[src/rtl/module_hamming_tx_if.sv]
`default_nettype none
// ============================================================================
// Module      : module_hamming_tx_if
// Description : Bus bundle for the Hamming(7,4)+parity serial transmitter.
//               The master drives the data nibble, the error-injection
//               controls and the send request. The slave (the transmitter)
//               returns handshake status, the serial line, the latched
//               codeword and the end-of-frame pulse.
//   dato_i    [3:0] data nibble d3..d0
//   inyecta_i [1:0] error injection (00 none, 01 single, 10 double, 11 none)
//   pos_i     [2:0] bit position for the injected error
//   enviar_i        send request
//   listo_o         idle, ready to accept a send request
//   ocupado_o       frame in progress
//   tx_o            serial line, idles high
//   palabra_o [7:0] codeword of the current or last frame
//   fin_o           one-cycle pulse at frame completion
// Revision    : 1.0 - initial release
// ============================================================================
interface module_hamming_tx_if;
    logic [3:0] dato_i;
    logic [1:0] inyecta_i;
    logic [2:0] pos_i;
    logic       enviar_i;
    logic       listo_o;
    logic       ocupado_o;
    logic       tx_o;
    logic [7:0] palabra_o;
    logic       fin_o;

    modport master (
        output dato_i, inyecta_i, pos_i, enviar_i,
        input  listo_o, ocupado_o, tx_o, palabra_o, fin_o
    );

    modport slave (
        input  dato_i, inyecta_i, pos_i, enviar_i,
        output listo_o, ocupado_o, tx_o, palabra_o, fin_o
    );
endinterface
`default_nettype wire

[src/rtl/module_hamming_tx.sv]
`default_nettype none
// ============================================================================
// Module      : module_hamming_tx
// Description : Builds an 8-bit SECDED codeword (Hamming(7,4) plus overall
//               parity) from a data nibble, optionally flips one or two
//               adjacent bits, and shifts the word out LSB first framed by
//               a start bit (0) and a stop bit (1).
//   clk   system clock, rising edge
//   rst   synchronous active-high reset
//   bus   module_hamming_tx_if.slave (see interface header for signals)
// Parameter   : CLKS_PER_BIT - clock cycles each serial bit is held (>= 1)
// Revision    : 1.0 - initial release
// ============================================================================
module module_hamming_tx #(
    parameter int CLKS_PER_BIT = 4
) (
    input  wire logic             clk,
    input  wire logic             rst,
    module_hamming_tx_if.slave    bus
);

    // Counter width; a single-cycle bit still needs a 1-bit counter.
    localparam int c_CW = (CLKS_PER_BIT > 1) ? $clog2(CLKS_PER_BIT) : 1;

    typedef enum logic [1:0] {
        IDLE  = 2'd0,
        START = 2'd1,
        DATA  = 2'd2,
        STOP  = 2'd3
    } state_t;

    state_t            state_q;
    logic [c_CW-1:0]   cnt_q;
    logic [2:0]        idx_q;
    logic              tx_q;
    logic              fin_q;
    logic [7:0]        palabra_q;

    logic              w_p1;
    logic              w_p2;
    logic              w_p4;
    logic [7:1]        w_ham;
    logic [7:0]        w_codeword;
    logic [7:0]        w_mask;
    logic [7:0]        palabra_d;
    logic              w_last;
    logic [2:0]        w_idx_nxt;

    // Hamming positions 7..1 = d3 d2 d1 p4 d0 p2 p1; bit 0 makes parity even.
    assign w_p1       = bus.dato_i[0] ^ bus.dato_i[1] ^ bus.dato_i[3];
    assign w_p2       = bus.dato_i[0] ^ bus.dato_i[2] ^ bus.dato_i[3];
    assign w_p4       = bus.dato_i[1] ^ bus.dato_i[2] ^ bus.dato_i[3];
    assign w_ham      = {bus.dato_i[3], bus.dato_i[2], bus.dato_i[1], w_p4,
                         bus.dato_i[0], w_p2, w_p1};
    assign w_codeword = {w_ham, ^w_ham};

    // Double error uses the next position up; the 3-bit add wraps 7 -> 0.
    always_comb begin
        w_mask = 8'h00;
        case (bus.inyecta_i)
            2'b01:   w_mask = 8'h01 << bus.pos_i;
            2'b10:   w_mask = (8'h01 << bus.pos_i) | (8'h01 << (bus.pos_i + 3'd1));
            default: w_mask = 8'h00;
        endcase
    end

    assign palabra_d = w_codeword ^ w_mask;
    assign w_last    = (cnt_q == c_CW'(CLKS_PER_BIT - 1));
    assign w_idx_nxt = idx_q + 3'd1;

    always_ff @(posedge clk) begin
        if (rst) begin
            state_q   <= IDLE;
            cnt_q     <= '0;
            idx_q     <= 3'd0;
            tx_q      <= 1'b1;
            fin_q     <= 1'b0;
            palabra_q <= 8'h00;
        end else begin
            fin_q <= 1'b0;
            case (state_q)
                IDLE: begin
                    if (bus.enviar_i) begin
                        palabra_q <= palabra_d;
                        cnt_q     <= '0;
                        idx_q     <= 3'd0;
                        tx_q      <= 1'b0;
                        state_q   <= START;
                    end
                end
                START: begin
                    if (w_last) begin
                        cnt_q   <= '0;
                        idx_q   <= 3'd0;
                        tx_q    <= palabra_q[0];
                        state_q <= DATA;
                    end else begin
                        cnt_q <= cnt_q + c_CW'(1);
                    end
                end
                DATA: begin
                    if (w_last) begin
                        cnt_q <= '0;
                        if (idx_q == 3'd7) begin
                            tx_q    <= 1'b1;
                            state_q <= STOP;
                        end else begin
                            idx_q <= w_idx_nxt;
                            tx_q  <= palabra_q[w_idx_nxt];
                        end
                    end else begin
                        cnt_q <= cnt_q + c_CW'(1);
                    end
                end
                STOP: begin
                    if (w_last) begin
                        cnt_q   <= '0;
                        tx_q    <= 1'b1;
                        fin_q   <= 1'b1;
                        state_q <= IDLE;
                    end else begin
                        cnt_q <= cnt_q + c_CW'(1);
                    end
                end
                default: begin
                    state_q <= IDLE;
                    tx_q    <= 1'b1;
                end
            endcase
        end
    end

    assign bus.listo_o   = (state_q == IDLE);
    assign bus.ocupado_o = (state_q != IDLE);
    assign bus.tx_o      = tx_q;
    assign bus.palabra_o = palabra_q;
    assign bus.fin_o     = fin_q;

endmodule
`default_nettype wire

[src/flat_wrapper.sv]
// flat-port wrapper written by rule: the top's interface ports become plain ports
module module_hamming_tx_flat 
#(
    parameter int CLKS_PER_BIT = 4
)
  (clk, rst, bus_dato_i, bus_inyecta_i, bus_pos_i, bus_enviar_i, bus_listo_o, bus_ocupado_o, bus_tx_o, bus_palabra_o, bus_fin_o);
  module_hamming_tx_if bus_i ();
  input  wire logic clk;
  input  wire logic rst;
  input wire logic [$bits(bus_i.dato_i)-1:0] bus_dato_i;
  input wire logic [$bits(bus_i.inyecta_i)-1:0] bus_inyecta_i;
  input wire logic [$bits(bus_i.pos_i)-1:0] bus_pos_i;
  input wire logic [$bits(bus_i.enviar_i)-1:0] bus_enviar_i;
  output wire logic [$bits(bus_i.listo_o)-1:0] bus_listo_o;
  output wire logic [$bits(bus_i.ocupado_o)-1:0] bus_ocupado_o;
  output wire logic [$bits(bus_i.tx_o)-1:0] bus_tx_o;
  output wire logic [$bits(bus_i.palabra_o)-1:0] bus_palabra_o;
  output wire logic [$bits(bus_i.fin_o)-1:0] bus_fin_o;
  assign bus_i.dato_i = bus_dato_i;
  assign bus_i.inyecta_i = bus_inyecta_i;
  assign bus_i.pos_i = bus_pos_i;
  assign bus_i.enviar_i = bus_enviar_i;
  assign bus_listo_o = bus_i.listo_o;
  assign bus_ocupado_o = bus_i.ocupado_o;
  assign bus_tx_o = bus_i.tx_o;
  assign bus_palabra_o = bus_i.palabra_o;
  assign bus_fin_o = bus_i.fin_o;
  module_hamming_tx #(.CLKS_PER_BIT(CLKS_PER_BIT)) u_core (.clk(clk), .rst(rst), .bus(bus_i));
endmodule
[config.mk]
export PLATFORM = sky130hd
export DESIGN_NAME = module_hamming_tx_flat
export DESIGN_NICKNAME = d
export VERILOG_FILES = /design/src/rtl/module_hamming_tx_if.sv /design/src/rtl/module_hamming_tx.sv /design/src/flat_wrapper.sv
export SDC_FILE = /design/constraint.sdc
export NUM_CORES = 1
export LEC_CHECK = 0
export ABC_AREA = 1
export CAP_MARGIN = 10
export CELL_PAD_IN_SITES_DETAIL_PLACEMENT = 1
export CELL_PAD_IN_SITES_GLOBAL_PLACEMENT = 2
export CORE_ASPECT_RATIO = 0.9
export CORE_UTILIZATION = 25
export DETAILED_ROUTE_END_ITERATION = 6
export HOLD_SLACK_MARGIN = 0.08
export PLACE_DENSITY = 0.74
export SYNTH_ARGS = -nofsm -noshare
export SYNTH_HDL_FRONTEND = slang
export SYNTH_SLANG_ARGS = --single-unit
[constraint.sdc]
create_clock -name clk -period 1.3 [get_ports clk]
set_input_delay 0.195 -clock clk [delete_from_list [all_inputs] [get_ports clk]]
set_output_delay 0.195 -clock clk [all_outputs]
set_load 0.02 [all_outputs]
; ---- Word-level counts from Yosys, hierarchy flattened
; Index checks and enable logic that the tools add are counted.
[word_totals]
register_bits = 17
in_bits = 12
output_inout_bits = 12
[op_classes]
n_addsub = 3
magnitude_cmp = 1
eq_ne = 13
shift = 2
n_mux = 24
bitwise = 9
n_reduce_logical = 10
[op_table]
columns = op, n
row1 = $pmux 8 s2, 1
row2 = $shl 1x3->8 const A, 2
row3 = $mux 2, 7
row4 = $mux 3, 4
row5 = $reduce_and 5->1, 2
row6 = $pmux 3 s3, 1
row7 = $eq 2x2->1 const B, 4
row8 = $ne 2x1->1 const B, 4
row9 = $or 8x8->8, 1
row10 = $pmux 2 s4, 1
row11 = $xor 8x8->8, 1
row12 = $mux 1, 7
row13 = $reduce_xor 7->1, 1
row14 = $add 3x1->3 const B, 2
row15 = $xor 1x1->1, 6
row16 = $eq 2x1->1 const B, 2
row17 = $lt 3x4->1 const B, 1
row18 = $ne 2x2->1 const B, 2
row19 = $pmux 1 s4, 1
row20 = $pmux 2 s2, 1
row21 = $reduce_and 4->1, 1
row22 = $bmux 1 s3, 1
row23 = $eq 3x3->1 const B, 1
row24 = $reduce_bool 3->1, 1
row25 = other kinds (7), 7

; ---- Longest topological paths before layout
[depth]
ltp_word = 6
mapped_depth = 11
ltp_nobuf = 11

; ---- Worst setup path before layout
; No wires, ideal clock.
[synth_timing]
path_type = register -> register
start = reg u_core.state_q[0]
end = reg u_core.palabra_q[1] (netlist: u_core.bus.palabra_o[1])
arrival_time_ns = 1.359
setup_slack_ns = -0.172
stages_incl_launch_ff = 9
path_buffers = 1
period_less_slack_ns = 1.472
cell_sequence = dfxtp_1 inv_1 ha_1 nand2_1 inv_2 buf_6 nand2_1 o21ai_1 inv_1
[synth_via]
elab_chain_cells = 2
[synth_rtl]
columns = item, line_no
row1 = from (decl), module_hamming_tx.sv:32  ; state_t state_q;
row2 = from (signal assigned), module_hamming_tx.sv:73  ; state_q <= IDLE;
row3 = from (signal assigned), module_hamming_tx.sv:88  ; state_q <= START;
row4 = from (signal assigned), module_hamming_tx.sv:96  ; state_q <= DATA;
row5 = $logic_not 2->1, -
row6 = net bus_listo_o, flat_wrapper.sv:14  ; output wire logic [$bits(bus_i.listo_o)-1:0] bus_listo_o;
row7 = $reduce_and 2->1 (no source line), -
row8 = to (signal assigned), module_hamming_tx.sv:84  ; palabra_q <= palabra_d;
row9 = to (decl), module_hamming_tx.sv:37  ; logic [7:0] palabra_q;
; The timed path passes the listed nets, and every way through them passes these cells.
; A chain may end at the register's enable or synchronous reset.

; ---- Worst setup path after layout
[layout_timing]
start = reg u_core.state_q[1]
end = reg u_core.tx_q (netlist: u_core.bus.tx_o)
[layout_via]
elab_chain_cells = 3
elab_cells_between_ends = 10
classes_between = eq/ne: 7 / mux: 1 / reduce/logical: 2
[layout_rtl]
columns = item, line_no
row1 = $eq 2x2->1 (tied with other cells), module_hamming_tx.sv:81  ; case (state_q)
row2 = $ne 2x1->1 (no source line) or $ne 2x2->1 (tied branches), -
row3 = $reduce_and 4->1 (no source line), -
row4 = to (signal assigned), module_hamming_tx.sv:95  ; tx_q <= palabra_q[0];
row5 = to (signal assigned), module_hamming_tx.sv:109  ; tx_q <= palabra_q[w_idx_nxt];
row6 = to (decl), module_hamming_tx.sv:35  ; logic tx_q;
; Several ways; a longest one is shown, not always the timed one.

==> results.txt <==
The instance area at placement came out at 1930 sq um. The run gives 24 as the count of boundary I/O pins. The core region is 5010 sq um. Input and output buffers added on the ports amount to 23.

Once the floorplan was initialized, standard cells occupied 26.9% of the core. The most numerous cell type found on the critical path is sky130_fd_sc_hd__nand2_1. The logs give 235 for the post-synth net total and 24 for the number of standard-cell rows in the floorplan. For the worst setup path, the data required time is 1.46 ns.

The detail route stage leaves a number of antenna-violating nets equal to 0. The part of the total power dissipated in sequential elements came out at 20.8%. The run gives 0 as the number of antenna violations at the first check in global routing.

Clock-pin slew was measured on the worst setup and hold paths at 0.07 ns. The clock arrives with 0.00433 ns of skew. The run gives 3 as the final count of negative-setup-slack endpoints. Traced cell by cell, the critical path runs through inv_2 -> buf_6 -> ha_4 -> a221oi_1 -> nand2_1 -> nand2_1 -> nand2_1. Entering global routing, the biggest net connects 12 pins. Setup repair after global routing could not meet its margin everywhere.

The global-route met3 utilization is 3.31%, and the footprint of the flip-flops and latches is 344 sq um. For the number of distinct library cell variants in the gate-level netlist after synthesis, the log shows 23. The die width came out at 79.5 um. Yosys printed 0 warnings.

Yosys attributes the largest share of cell area to sky130_fd_sc_hd__dfxtp_1, sky130_fd_sc_hd__nand2_1, sky130_fd_sc_hd__ha_1. After synthesis, the share of flip-flops with an asynchronous set or reset is 0%. STA puts the critical path data arrival time at 1.52 ns. The congestion estimate from routability-driven global placement came to 0.768. The run gives 2130 sq um as the area of all placed cells without fillers. For this run, design rule violations remaining after detail routing come to 0.

The tightest min-delay check is of the primary input to flip-flop type. Averaged over all synthesized cells, the footprint is 6.34 sq um. The cell area that synthesis handed to floorplanning was 1350 sq um.

The worst slack after detailed placement is -0.551 ns, and the global-route congestion overflow total is 0. The checks that failed: negative setup slack. TritonCTS built the clock tree. The top-area cell type share of the netlist area is 25.2%, and the overall global routing resource usage is 16.4%.

The power per cell area works out to 1780 nW/um^2. The CTS root buffer was sky130_fd_sc_hd__clkbuf_8. Routing usage on met2: 25.7%. The setup path with the least slack is of type flip-flop to flip-flop. The tools report the filler cell count in the final layout as 641. The commonest cells after synthesis are sky130_fd_sc_hd__nand2_1, sky130_fd_sc_hd__inv_1, sky130_fd_sc_hd__nand3_1.

Counting I/O delays and the setup requirement, the final critical path takes 1.36 ns. Summed over all nets, the switching power comes to 1.74 mW. Counting flops with a built-in enable in the synthesized netlist gives 0. The register bit count reported by yosys came out at 17. The synthesized design spends more area on one cell type than any other, namely sky130_fd_sc_hd__dfxtp_1. The run gives 3 as the number of buffers added by the clock tree synthesis step.

The clock network fraction of design power was 10.9%; the final standard cell utilization of the core was 42.6%. The power after layout came out at 3.81 mW. Cell with the most instances after synthesis: sky130_fd_sc_hd__nand2_1. The final layout contains routed wiring with a total length of 4220 um. Cells with a size suffix above 1 make up 37.0% of the layout. The logs give 2.06 mW for the internal portion of total power and 1,519 for the vias after detailed routing. The tools report the part of the Yosys area used for sequential elements as 25.2%. In this design, the stage delay of the slowest critical-path cell is 0.38 ns. The largest individual stage delay along the critical path comes from the cell sky130_fd_sc_hd__a221oi_1. The worst setup path is captured at a flip-flop. The achievable frequency was 733 MHz; the area of the die was 5700 sq um. The worst slew slack as a fraction of its limit came out at 76.5%. Net switching is 45.8% of the power.

The slew at the pin with the worst max-slew slack was 0.353 ns; the final worst-path cycle share was 105%. The analysis attributes to cell leakage a power of 1.10 nW. The instance count of the mapped netlist is 213. After detailed routing, the number of vias per cell comes to 4.45. The first TritonRoute pass finished after 4 iterations.

For the HPWL after detailed placement, the log shows 3400 um. The run gives 0.26 ns as the worst-skew pair later-pin latency. Across the run, the number of max-cap violations was 0. In this run the vertical extent of the chip is 71.7 um. The signed area change from the synthesized netlist to the final layout is 58.1%, and the peak fanout along the critical path is 2. The final count of hold timing violations is 0. The run gives 33 as the number of violations reported at the end of detailed-routing iteration 0. The run finished, with violations left. The wire length of the first global-routing pass is 7270 um. The highest ir drop seen on vdd was 0.648 mV; the total negative setup slack was -0.119 ns.

The number of antenna diodes in the final layout is 0. Hold repair after CTS inserted 0 buffers. Most common flop cell mapped by yosys: sky130_fd_sc_hd__dfxtp_1. Number of max-slew violations in the final report: 0. The final setup slack of the worst path is -0.0645 ns, and the clock sink total is 17. The wire length per cell after detailed routing is 12.4 um, and the global routing met1 resource utilization is 23.0%. The via count of the first global-routing pass was 1,570; the count of nets after finishing was 299.

The tools report the multi-input gate area in the final layout as 991 sq um. The maximum clock insertion buffer count is 2, and the count of H-tree levels built during CTS is 1. STA classifies the critical path startpoint as a flip-flop.

The global routing stage identified its most utilized layer as met2. The share of total power dissipated in combinational logic is 68.3%.
## registers in the layout, indices dropped and copies added (netlist names)
signal and flops:
u_core.idx_q 3, u_core.bus.tx_o 1, u_core.bus.palabra_o 8, u_core.cnt_q 2, u_core.state_q 2, u_core.bus.fin_o 1
## power groups by stage
stage	Combinational (mW)	Clock [mW]	Sequential, mW
3_5_place_dp	2.30	0	0.791
2_1_floorplan	1.28	0	0.887
3_3_place_gp	2.26	0	0.790
6_report	2.60	0.414	0.793
5_1_grt	2.89	0.459	0.814
4_1_cts	2.42	0.434	0.791
## cell usage in the layout, fill, tap and decap left out, types with 6 or more instances in the layout
cell type,n
sky130_fd_sc_hd__a21oi_1,6
sky130_fd_sc_hd__buf_4,35
sky130_fd_sc_hd__dfxtp_1,14
sky130_fd_sc_hd__dlygate4sd2_1,13
sky130_fd_sc_hd__ha_4,6
sky130_fd_sc_hd__inv_1,22
sky130_fd_sc_hd__inv_2,14
sky130_fd_sc_hd__nand2_1,59
sky130_fd_sc_hd__nand2_2,7
sky130_fd_sc_hd__nand3_1,20
sky130_fd_sc_hd__nor2_1,16
sky130_fd_sc_hd__nor2_4,6
sky130_fd_sc_hd__o21ai_1,7
## critical path, delay by kind of cell (launching register included)
family	cells	cell delay (ns)
AOI/OAI and AO/OA	1	0.38
DFF	1	0.34
and+or+nand+nor	3	0.21
buffers and inverters	2	0.17
adders and majority gates	1	0.16
## area by class of cell
class                      instances  area share, %
timing repair buffer              62           24.9
sequential                        17           16.1
clock buffer                       3           1.93
tap                               65           3.81
clock inverter                     1          0.234
multi-input combinational        156           46.4
inverter                          37           6.62
## what timing repair did
item | in CTS | in global routing
resized for setup | 39 | 23
pin swaps | 11 | 9
setup buffers | 2 | 2
setup endpoints to repair | 26 | 15
## per-stage QoR
step	instances	hold slack [ns]
final	341	0.447
after global routing	341	0.489
after CTS	340	0.476
after detailed placement	334	0.466
after global placement	334	0.465
after floorplan	213	0.343
## per-layer routing
metal / routed length (um) / vias up
met5: 0 / -
met4: 58 / 0
met3: 111 / 6
met2: 1920 / 21
met1: 2140 / 696
li1: - / 796
## cells by family (layout without fill, tap and decap cells)
family	Yosys count	after routing	synth area share (%)
AO/OA/AOI/OAI	24	24	10.7
AND/OR/NAND/NOR	122	122	42.4
buffers and inverters	40	103	12.5
adder cells (fa/ha/maj)	10	10	9.27
flip-flops	17	17	25.2
## final timing paths
path | startpoint | endpoint | slack [ns] | cells after the start
setup reg to reg | u_core.state_q[1]$_SDFFE_PP0P_ | u_core.bus.tx_o$_SDFFE_PP1P_ | -0.06 | 7
setup / recovery | u_core.state_q[1]$_SDFFE_PP0P_ | u_core.bus.tx_o$_SDFFE_PP1P_ | -0.06 | 7
hold / removal | bus_dato_i[1] | u_core.bus.palabra_o[5]$_SDFFE_PP0P_ | 0.45 | 5
hold reg to reg | u_core.bus.tx_o$_SDFFE_PP1P_ | u_core.bus.tx_o$_SDFFE_PP1P_ | 0.47 | 2
(Power assumes the default switching activity.)
